**src/rtl/bus_arbiter.sv**
```systemverilog
// Round-robin arbiter that lets N_M masters share one register peripheral.
// Each accepted transaction runs IDLE -> ISSUE -> CAPTURE -> RESP -> IDLE.
module bus_arbiter #(
  parameter int N_M = 3,
  parameter int AW  = 2,
  parameter int DW  = 4
) (
  input  logic              clk,
  input  logic              rst_n,
  input  logic [N_M-1:0]    m_req,
  input  logic [N_M-1:0]    m_wr,
  input  logic [N_M*AW-1:0] m_addr,
  input  logic [N_M*DW-1:0] m_wdata,
  output logic [N_M-1:0]    m_gnt,
  output logic [N_M-1:0]    m_done,
  output logic [DW-1:0]     m_rdata,
  output logic              busy,
  output logic              per_wr_en,
  output logic              per_rd_en,
  output logic [AW-1:0]     per_addr,
  output logic [DW-1:0]     per_wdata,
  input  logic [DW-1:0]     per_rdata
);

  localparam int IW = (N_M > 1) ? $clog2(N_M) : 1;

  typedef enum logic [1:0] {IDLE, ISSUE, CAPTURE, RESP} state_t;

  state_t          state_reg, state_next;
  logic [IW-1:0]   ptr_reg, win_reg, pick;
  logic            pick_valid;
  logic            wr_reg;
  logic [AW-1:0]   addr_reg;
  logic [DW-1:0]   wdata_reg, rdata_reg;

  // Scan distances N_M down to 1 so the nearest requester after ptr is kept.
  always_comb begin
    int idx;
    logic [IW-1:0] idx_b;
    pick       = ptr_reg;
    pick_valid = 1'b0;
    idx        = 0;
    idx_b      = '0;
    for (int i = N_M; i >= 1; i--) begin
      idx = int'(ptr_reg) + i;
      if (idx >= N_M) idx = idx - N_M;
      idx_b = IW'(idx);
      if (m_req[idx_b]) begin
        pick       = idx_b;
        pick_valid = 1'b1;
      end
    end
  end

  always_ff @(posedge clk or negedge rst_n) begin
    if (!rst_n) state_reg <= IDLE;
    else        state_reg <= state_next;
  end

  always_comb begin
    state_next = state_reg;
    m_gnt      = '0;
    m_done     = '0;
    busy       = 1'b0;
    per_wr_en  = 1'b0;
    per_rd_en  = 1'b0;
    per_addr   = '0;
    per_wdata  = '0;
    case (state_reg)
      IDLE:    if (pick_valid) state_next = ISSUE;
      ISSUE:   state_next = CAPTURE;
      CAPTURE: state_next = RESP;
      RESP:    state_next = IDLE;
      default: state_next = IDLE;
    endcase
    if (state_reg != IDLE) begin
      busy           = 1'b1;
      m_gnt[win_reg] = 1'b1;
      per_addr       = addr_reg;
      per_wdata      = wdata_reg;
    end
    if (state_reg == ISSUE) begin
      per_wr_en = wr_reg;
      per_rd_en = !wr_reg;
    end
    if (state_reg == RESP) m_done[win_reg] = 1'b1;
  end

  // Request fields are captured once at acceptance; later input changes are ignored.
  always_ff @(posedge clk or negedge rst_n) begin
    if (!rst_n) begin
      ptr_reg   <= IW'(N_M - 1);
      win_reg   <= '0;
      wr_reg    <= 1'b0;
      addr_reg  <= '0;
      wdata_reg <= '0;
      rdata_reg <= '0;
    end else begin
      case (state_reg)
        IDLE: if (pick_valid) begin
          ptr_reg   <= pick;
          win_reg   <= pick;
          wr_reg    <= m_wr[pick];
          addr_reg  <= m_addr[pick*AW +: AW];
          wdata_reg <= m_wdata[pick*DW +: DW];
        end
        CAPTURE: rdata_reg <= wr_reg ? '0 : per_rdata;
        RESP:    rdata_reg <= '0;
        default: ;
      endcase
    end
  end

  assign m_rdata = rdata_reg;

endmodule

```
**config.mk**
```make
export PLATFORM = sky130hd
export DESIGN_NAME = bus_arbiter
export DESIGN_NICKNAME = d
export VERILOG_FILES = /design/src/rtl/bus_arbiter.sv
export SDC_FILE = /design/constraint.sdc
export NUM_CORES = 1
export LEC_CHECK = 0
export ABC_AREA = 1
export CAP_MARGIN = 0
export CORE_AREA = 2 2 60 62
export DETAILED_ROUTE_END_ITERATION = 8
export DIE_AREA = 0 0 62 64
export DONT_BUFFER_PORTS = 1
export GPL_TIMING_DRIVEN = 0
export HOLD_SLACK_MARGIN = 0.15
export SLEW_MARGIN = 20
export SYNTH_ARGS = -nofsm -noshare
export SYNTH_HDL_FRONTEND = slang
export SYNTH_SLANG_ARGS = --single-unit
export TNS_END_PERCENT = 30
```
**constraint.sdc**
```tcl
create_clock -name clk -period 2.4 [get_ports clk]
set_input_delay 0.6 -clock clk [delete_from_list [all_inputs] [get_ports clk]]
set_output_delay 0.6 -clock clk [all_outputs]
set_load 0.05 [all_outputs]
```
==> results of run 1 <==
layout by cell type, fill, tap and decap left out, types with 3 or more instances in the layout:
cell type and n:
nand2_1 66, nand3_1 30, inv_1 28, dfrtp_1 15
buf_4 8, o21ai_0 7, ha_1 6, nor2_1 5
nand2_2 5, inv_2 4, nor2_2 4, nand2_4 4
buf_6 3, nor3_4 3, nor3_2 3, clkbuf_4 3
layout make-up:
class                   instances  area (um^2)
clock buffers                   4         36.3
inverters                      33          126
repair buffers                  9         70.1
flip-flops and latches         16          402
multi-input cells             141          807
well taps                      46         57.6
plain buffers                   4         48.8
fillers                       359         1740
final timing paths:
path / slack, ns / depth (start not counted) / to / startpoint
max: 0.09 / 4 / m_gnt[0] / state_reg[0]
min: 0.48 / 2 / m_rdata[0] / per_rdata[0]
max reg2reg: 0.21 / 17 / wr_reg / ptr_reg[1]
min reg2reg: 0.49 / 2 / wdata_reg[2] / wdata_reg[2]
max in group asynchronous: 1.15 / 1 / wdata_reg[1] / rst_n
min in group asynchronous: 0.80 / 1 / m_rdata[2] / rst_n
logic make-up (layout without fill, tap and decap cells):
| family | after synthesis | in the layout | share of synthesized area [%] |
|---|---|---|---|
| compound gates | 10 | 10 | 5.01 |
| simple gates | 124 | 124 | 43.9 |
| flops | 16 | 16 | 31.5 |
| fa+ha+maj | 7 | 7 | 6.88 |
| buf+inv | 37 | 50 | 12.7 |
worst max-delay path, cell delays in order (launching register included):
cell and delay (ns):
dfrtp_1 0.39, inv_1 0.08, ha_1 0.26, buf_6 0.19, nor3_4 0.50
metal layers:
layer / share of wire [%] / vias up / GRT usage [%] / routed length [um]
li1: - / 627 / - / -
met1: 46 / 498 / 20.1 / 1300
met2: 44 / 51 / 22.8 / 1230
met3: 8.6 / 4 / 3.64 / 241
met4: 1.6 / 0 / 6.38 / 46
met5: 0 / - / 0 / 0
timing repair:
action,in CTS,in global routing
setup buffers,0,8
hold endpoints to repair,16,0
resized for setup,10,12
pin swaps,2,3
hold buffers,1,0
endpoints found under the setup margin,9,18
per-stage QoR:
| step | hold WS [ns] | cells | instance area (um^2) |
|---|---|---|---|
| after floorplan | 0.304 | 194 | 1270 |
| after global placement | 0.305 | 240 | 1330 |
| after detailed placement | 0.305 | 240 | 1360 |
| after CTS | 0.469 | 245 | 1440 |
| after global routing | 0.486 | 253 | 1550 |
| final | 0.476 | 253 | 1550 |
==> flow_metrics.env, run 1 <==
export IMPL_synth_most_common_cell="nand2_1"
export IMPL_clockRootBuffer="clkbuf_4"
export IMPL_clock_sinks=16
export IMPL_fin_ws_ns=0.0869
export IMPL_worst_slew_pin_slew_ns=0.886
export IMPL_rows=21
export IMPL_synth_largest_area_cell="dfrtp_1"
export IMPL_hold_viol_final=0
export IMPL_worstPathRequired_ns=1.80
export IMPL_final_antenna_net_count=0
export IMPL_die_height_um=64
export IMPL_synth_main_ff_cell="dfrtp_1"
export IMPL_rsz0062_at_grt="no"
export IMPL_grt_max_degree=17
export IMPL_cts_htree_levels=1
export IMPL_cts_inserted_buffers=3
export IMPL_grt_pass1_wl_mm=4.61
export IMPL_ys_seq_area_share_pct=31.5
export IMPL_ios=49
export IMPL_cts_clk_slew_worst_paths_ns=0.09
export IMPL_status="finished, final reports clean"
export IMPL_synth_top_area_share_pct=29.5
export IMPL_ys_top_cells_by_area="dfrtp_1 29%, nand2_1 19%, nand3_1 12%"
export IMPL_final_nets=245
export IMPL_synth_area_mm2=0.00127
export IMPL_dieArea_mm2=0.00397
export IMPL_grt_pass1_vias=1065
export IMPL_vias=1180
export IMPL_die_w_um=62
export IMPL_drv_slew=0
export IMPL_antenna_found_initial=0
export IMPL_synth_warnings=0
export IMPL_initial_core_util_pct=38.8
export IMPL_critPathLaunchType="flop"
export IMPL_syn_inst=194
export IMPL_grtUsageTotal_pct=15.1
export IMPL_diodes=0
export IMPL_gp_congestion=0.802
export IMPL_period_minus_slack_ns=2.31
export IMPL_ys_ff_latch=16
export IMPL_vias_per_cell=4.66
export IMPL_overflow=0
export IMPL_drive_gt1_share_pct=22.7
export IMPL_drc_errors=0
export IMPL_area_growth_pct=21.5
export IMPL_hold_path_class="input port to flop"
export IMPL_fmax_mhz=432
export IMPL_clock_skew_ns=0.00457
export IMPL_cap_violations=0
export IMPL_slew_limit_headroom_pct=40.7
export IMPL_portBuffers=0
export IMPL_synth_edff_count=0
export IMPL_critPathMaxFanout=10
export IMPL_cts_tree="done"
export IMPL_syn_area_per_cell_um2=6.57
export IMPL_async_flop_share_pct=100
export IMPL_fin_crit_sh_pct=96.4
export IMPL_cts_path_max_buffers=2
export IMPL_critPathKind="flop to output pin"
export IMPL_syn_num_nets=231
export IMPL_ys_types=21
export IMPL_first_pass_iters=4
export IMPL_setup_viol=0
export IMPL_drt_iter0_drc=31
export IMPL_critPathArrivalTime_ns=1.71
export IMPL_drt_total_wl_mm=2.82
export IMPL_fin_tns_setup_ns=0
export IMPL_final_core_util_pct=47.1
export IMPL_yosys_top_cells_count="66 x nand2_1, 30 x nand3_1, 29 x inv_1"
export IMPL_core_area_mm2=0.00328
export IMPL_end_kind="output pin"
export IMPL_place_ws_ns=0.0676
export IMPL_wire_per_inst_um=11.1
export IMPL_dp_hpwl_mm=2.21
export IMPL_clk_insertion_delay_late_ns=0.28
Power of run 1 is not shown: default switching activity piles up to over one toggle a cycle in this logic, so the estimate is an artifact.
==> run 2: changes to the inputs <==
--- a/config.mk
+++ b/config.mk
@@ -12,7 +12,7 @@
 export DIE_AREA = 0 0 62 64
 export DONT_BUFFER_PORTS = 1
 export GPL_TIMING_DRIVEN = 0
-export HOLD_SLACK_MARGIN = 0.15
+export HOLD_SLACK_MARGIN = 0.02
 export SLEW_MARGIN = 20
 export SYNTH_ARGS = -nofsm -noshare
 export SYNTH_HDL_FRONTEND = slang
==> flow_metrics.env, run 2 (synthesis results as in run 1) <==
export IMPL_grt_max_degree=16
export IMPL_drt_iter0_drc=34
export IMPL_vias=1171
export IMPL_worstPathRequired_ns=1.80
export IMPL_rsz0062_at_grt="no"
export IMPL_grtUsageTotal_pct=15.2
export IMPL_clockRootBuffer="clkbuf_4"
export IMPL_crit_family="simple AND/OR/NAND/NOR gates"
export IMPL_drive_gt1_share_pct=22.7
export IMPL_hold_path_class="input port to async pin"
export IMPL_max_stage_delay_ns=0.50
export IMPL_setup_viol=0
export IMPL_ios=49
export IMPL_dieArea_mm2=0.00397
export IMPL_fin_crit_sh_pct=96.4
export IMPL_final_antenna_net_count=0
export IMPL_first_pass_iters=4
export IMPL_grt_pass1_vias=1068
export IMPL_cap_violations=0
export IMPL_drv_slew=0
export IMPL_final_common_cell="nand2_1"
export IMPL_critPathMaxFanout=10
export IMPL_fmax_mhz=432
export IMPL_critPathArrivalTime_ns=1.71
export IMPL_drc_errors=0
export IMPL_drt_total_wl_mm=2.83
export IMPL_final_cells=253
export IMPL_final_cell_mix="66 x nand2_1, 30 x nand3_1, 28 x inv_1, 15 x dfrtp_1, 8 x buf_4"
export IMPL_worst_path_stages=4
export IMPL_critPathKind="flop to output pin"
export IMPL_area_growth_pct=21.5
export IMPL_critPathSlowestCell="nor3_4"
export IMPL_cts_htree_levels=1
export IMPL_path_buf_inv=2
export IMPL_cts_inserted_buffers=3
export IMPL_clock_skew_ns=0.00355
export IMPL_worst_r2r_path_depth=17
export IMPL_cts_clk_slew_worst_paths_ns=0.09
export IMPL_portBuffers=0
export IMPL_period_minus_slack_ns=2.31
export IMPL_hold_viol_final=0
export IMPL_die_w_um=62
export IMPL_clock_sinks=16
export IMPL_cp_cell_sequence="inv_1, ha_1, buf_6, nor3_4"
export IMPL_cts_path_max_buffers=2
export IMPL_gp_congestion=0.802
export IMPL_dp_hpwl_mm=2.21
export IMPL_rows=21
export IMPL_clk_insertion_delay_late_ns=0.28
export IMPL_antenna_found_initial=0
export IMPL_diodes=0
export IMPL_core_area_mm2=0.00328
export IMPL_die_height_um=64
export IMPL_grt_pass1_wl_mm=4.63
export IMPL_place_inst=240
export IMPL_slew_limit_headroom_pct=40.7
export IMPL_status="finished, final reports clean"
export IMPL_critPathLaunchType="flop"
export IMPL_vias_per_cell=4.63
export IMPL_initial_core_util_pct=38.8
export IMPL_cts_tree="done"
export IMPL_final_nets=245
export IMPL_worst_slew_pin_slew_ns=0.886
export IMPL_overflow=0
export IMPL_wire_per_inst_um=11.2
export IMPL_end_kind="output pin"
run 2: cell counts in the layout (fill, tap and decap cells not counted):
Identical to the previous run, type by type.
run 2: layer usage:
layer	wire length [um]	global-route usage (%)	vias to the layer above	share of wire, %
met5	0	0	-	0
met4	46	6.38	0	1.6
met3	232	3.64	4	8.2
met2	1220	22.8	49	43
met1	1330	20.4	492	47
li1	-	-	626	-
run 2: cell type report:
type / count / area [um^2]
buffer: 4 / 48.8
clock buffer: 4 / 36.3
fill: 359 / 1740
inverter: 33 / 126
multi-input combinational: 141 / 807
sequential: 16 / 402
tap: 46 / 57.6
timing repair buffer: 9 / 70.1
run 2: final timing paths:
check                             startpoint            to  slack (ns)
worst max register to register    ptr_reg[1]        wr_reg        0.21
min in group clk                per_rdata[0]    m_rdata[0]        0.48
worst max-delay path            state_reg[0]      m_gnt[0]        0.09
worst min-delay path                   rst_n    ptr_reg[1]        0.15
worst min register to register  wdata_reg[2]  wdata_reg[2]        0.49
max in group asynchronous              rst_n  wdata_reg[1]        1.19
run 2: metrics by stage:
step	setup WS (ns)	setup TNS [ns]	hold slack (ns)	area (um^2)	util, %
2_1_floorplan	-0.153	-0.449	0.304	1270	-
3_3_place_gp	-0.288	-0.845	0.305	1330	40.5
3_5_place_dp	0.0676	0	0.305	1360	41.4
4_1_cts	-0.0433	-0.230	0.130	1440	43.9
5_1_grt	0.0124	0	0.122	1550	47.1
6_report	0.0861	0	0.145	1550	47.1
run 2: repair_timing:
item                                    in CTS  in global routing
buffers inserted                             0                  8
endpoints found under the setup margin       9                 18
pin swaps                                    2                  3
hold endpoints to repair                    15                  0
gates resized for setup                     10                 12
hold buffers                                 1                  0
Power of run 2 is left out for the same reason.
==> run 3: changes to the inputs <==
--- a/config.mk
+++ b/config.mk
@@ -11,8 +11,10 @@
 export DETAILED_ROUTE_END_ITERATION = 8
 export DIE_AREA = 0 0 62 64
 export DONT_BUFFER_PORTS = 1
+export GPL_ROUTABILITY_DRIVEN = 0
 export GPL_TIMING_DRIVEN = 0
 export HOLD_SLACK_MARGIN = 0.02
+export SETUP_SLACK_MARGIN = 0.3
 export SLEW_MARGIN = 20
 export SYNTH_ARGS = -nofsm -noshare
 export SYNTH_HDL_FRONTEND = slang
==> flow_metrics.env, run 3 (synthesis results as in run 1) <==
export IMPL_clock_sinks=16
export IMPL_worst_slew_pin_slew_ns=0.657
export IMPL_drv_slew=0
export IMPL_hold_viol_final=0
export IMPL_final_common_cell="nand2_1"
export IMPL_antenna_found_initial=0
export IMPL_fin_crit_sh_pct=92.2
export IMPL_vias_per_cell=4.74
export IMPL_die_w_um=62
export IMPL_cts_path_max_buffers=2
export IMPL_drive_gt1_share_pct=43.2
export IMPL_rsz0062_at_grt="yes"
export IMPL_cap_violations=0
export IMPL_wire_per_inst_um=12.1
export IMPL_max_stage_delay_ns=0.42
export IMPL_crit_start="state_reg[1]"
export IMPL_dieArea_mm2=0.00397
export IMPL_grt_max_degree=16
export IMPL_first_pass_iters=4
export IMPL_critPathSlowestCell="nor3_4"
export IMPL_final_antenna_net_count=0
export IMPL_final_cell_mix="52 x nand2_1, 25 x inv_1, 16 x buf_4, 15 x nand3_1, 15 x dfrtp_1"
export IMPL_cts_inserted_buffers=3
export IMPL_die_height_um=64
export IMPL_grt_pass1_wl_mm=4.86
export IMPL_end_kind="output pin"
export IMPL_diodes=0
export IMPL_fmax_mhz=452
export IMPL_setup_viol=0
export IMPL_drc_errors=0
export IMPL_critPathArrivalTime_ns=1.61
export IMPL_status="finished, final reports clean"
export IMPL_ios=49
export IMPL_portBuffers=0
export IMPL_critPathMaxFanout=6
export IMPL_drt_iter0_drc=36
export IMPL_clock_skew_ns=0.00174
export IMPL_clockRootBuffer="clkbuf_4"
export IMPL_cts_tree="done"
export IMPL_overflow=0
export IMPL_rows=21
export IMPL_grt_pass1_vias=1128
export IMPL_vias=1269
export IMPL_worstPathRequired_ns=1.80
export IMPL_initial_core_util_pct=38.8
export IMPL_area_growth_pct=52.3
export IMPL_core_area_mm2=0.00328
export IMPL_worstReg2RegStart="ptr_reg[1]"
export IMPL_fin_tns_setup_ns=0
export IMPL_cts_htree_levels=1
export IMPL_hold_path_class="input port to async pin"
export IMPL_clk_insertion_delay_late_ns=0.28
export IMPL_cp_cell_sequence="inv_2, ha_4, clkbuf_16, buf_8, nor3_4"
export IMPL_crit_family="simple AND/OR/NAND/NOR gates"
export IMPL_drt_total_wl_mm=3.25
export IMPL_critPathKind="flop to output pin"
export IMPL_slew_limit_headroom_pct=56.0
export IMPL_place_area_mm2=0.00136
export IMPL_critPathLaunchType="flop"
export IMPL_grtUsageTotal_pct=15.9
export IMPL_finalInstanceArea_mm2=0.00194
export IMPL_period_minus_slack_ns=2.21
export IMPL_path_buf_inv=3
export IMPL_final_nets=260
export IMPL_dp_hpwl_mm=2.13
export IMPL_cts_clk_slew_worst_paths_ns=0.09
## run 3: cell count changes in the layout (fill, tap and decap cells not counted), sizes merged
cell and delta:
buf +11, clkbuf +2, inv +1, nand2 +1
## run 3: layout make-up
cell class,instances,area [um^2]
fill,284,1350
tap,46,57.6
timing repair buffer,22,204
inverter,33,144
buffer,4,62.6
timing repair inverter,1,6.26
clock buffer,4,36.3
multi-input combinational,142,1030
sequential,16,402
## run 3: timing repair
item / 4_1_cts / 5_1_grt
pin swaps: 6 / 21
hold buffers: 1 / 0
gates cloned: 0 / 3
setup buffers: 8 / 12
resized for setup: 29 / 56
setup endpoints to repair: 23 / 25
hold endpoints to repair: 15 / 0
## run 3: worst paths after layout
path,end,slack [ns],cells after the start
setup / recovery,m_gnt[1],0.19,5
hold / removal,ptr_reg[1],0.14,0
setup reg to reg,addr_reg[1],0.22,15
hold reg to reg,wdata_reg[1],0.49,2
max in group asynchronous,win_reg[1],1.21,1
min in group clk,m_rdata[0],0.47,2
## run 3: layer usage
layer	global-route usage, %	vias up	routed length, um
met1	21.6	554	1360
met2	24.9	49	1620
met5	0	-	0
met3	2.83	4	216
met4	5.59	0	53
li1	-	662	-
## run 3: through the flow
step | worst slack [ns] | cells | hold WS, ns | util [%]
detailed placement | 0.0807 | 240 | 0.305 | 41.4
floorplan | 0.160 | 194 | 0.304 | -
global placement | 0.0420 | 240 | 0.305 | 41.1
CTS | 0.125 | 253 | 0.136 | 48.3
finish | 0.186 | 268 | 0.145 | 59.0
global route | 0.112 | 268 | 0.124 | 59.0
Power of run 3 is left out for the same reason.
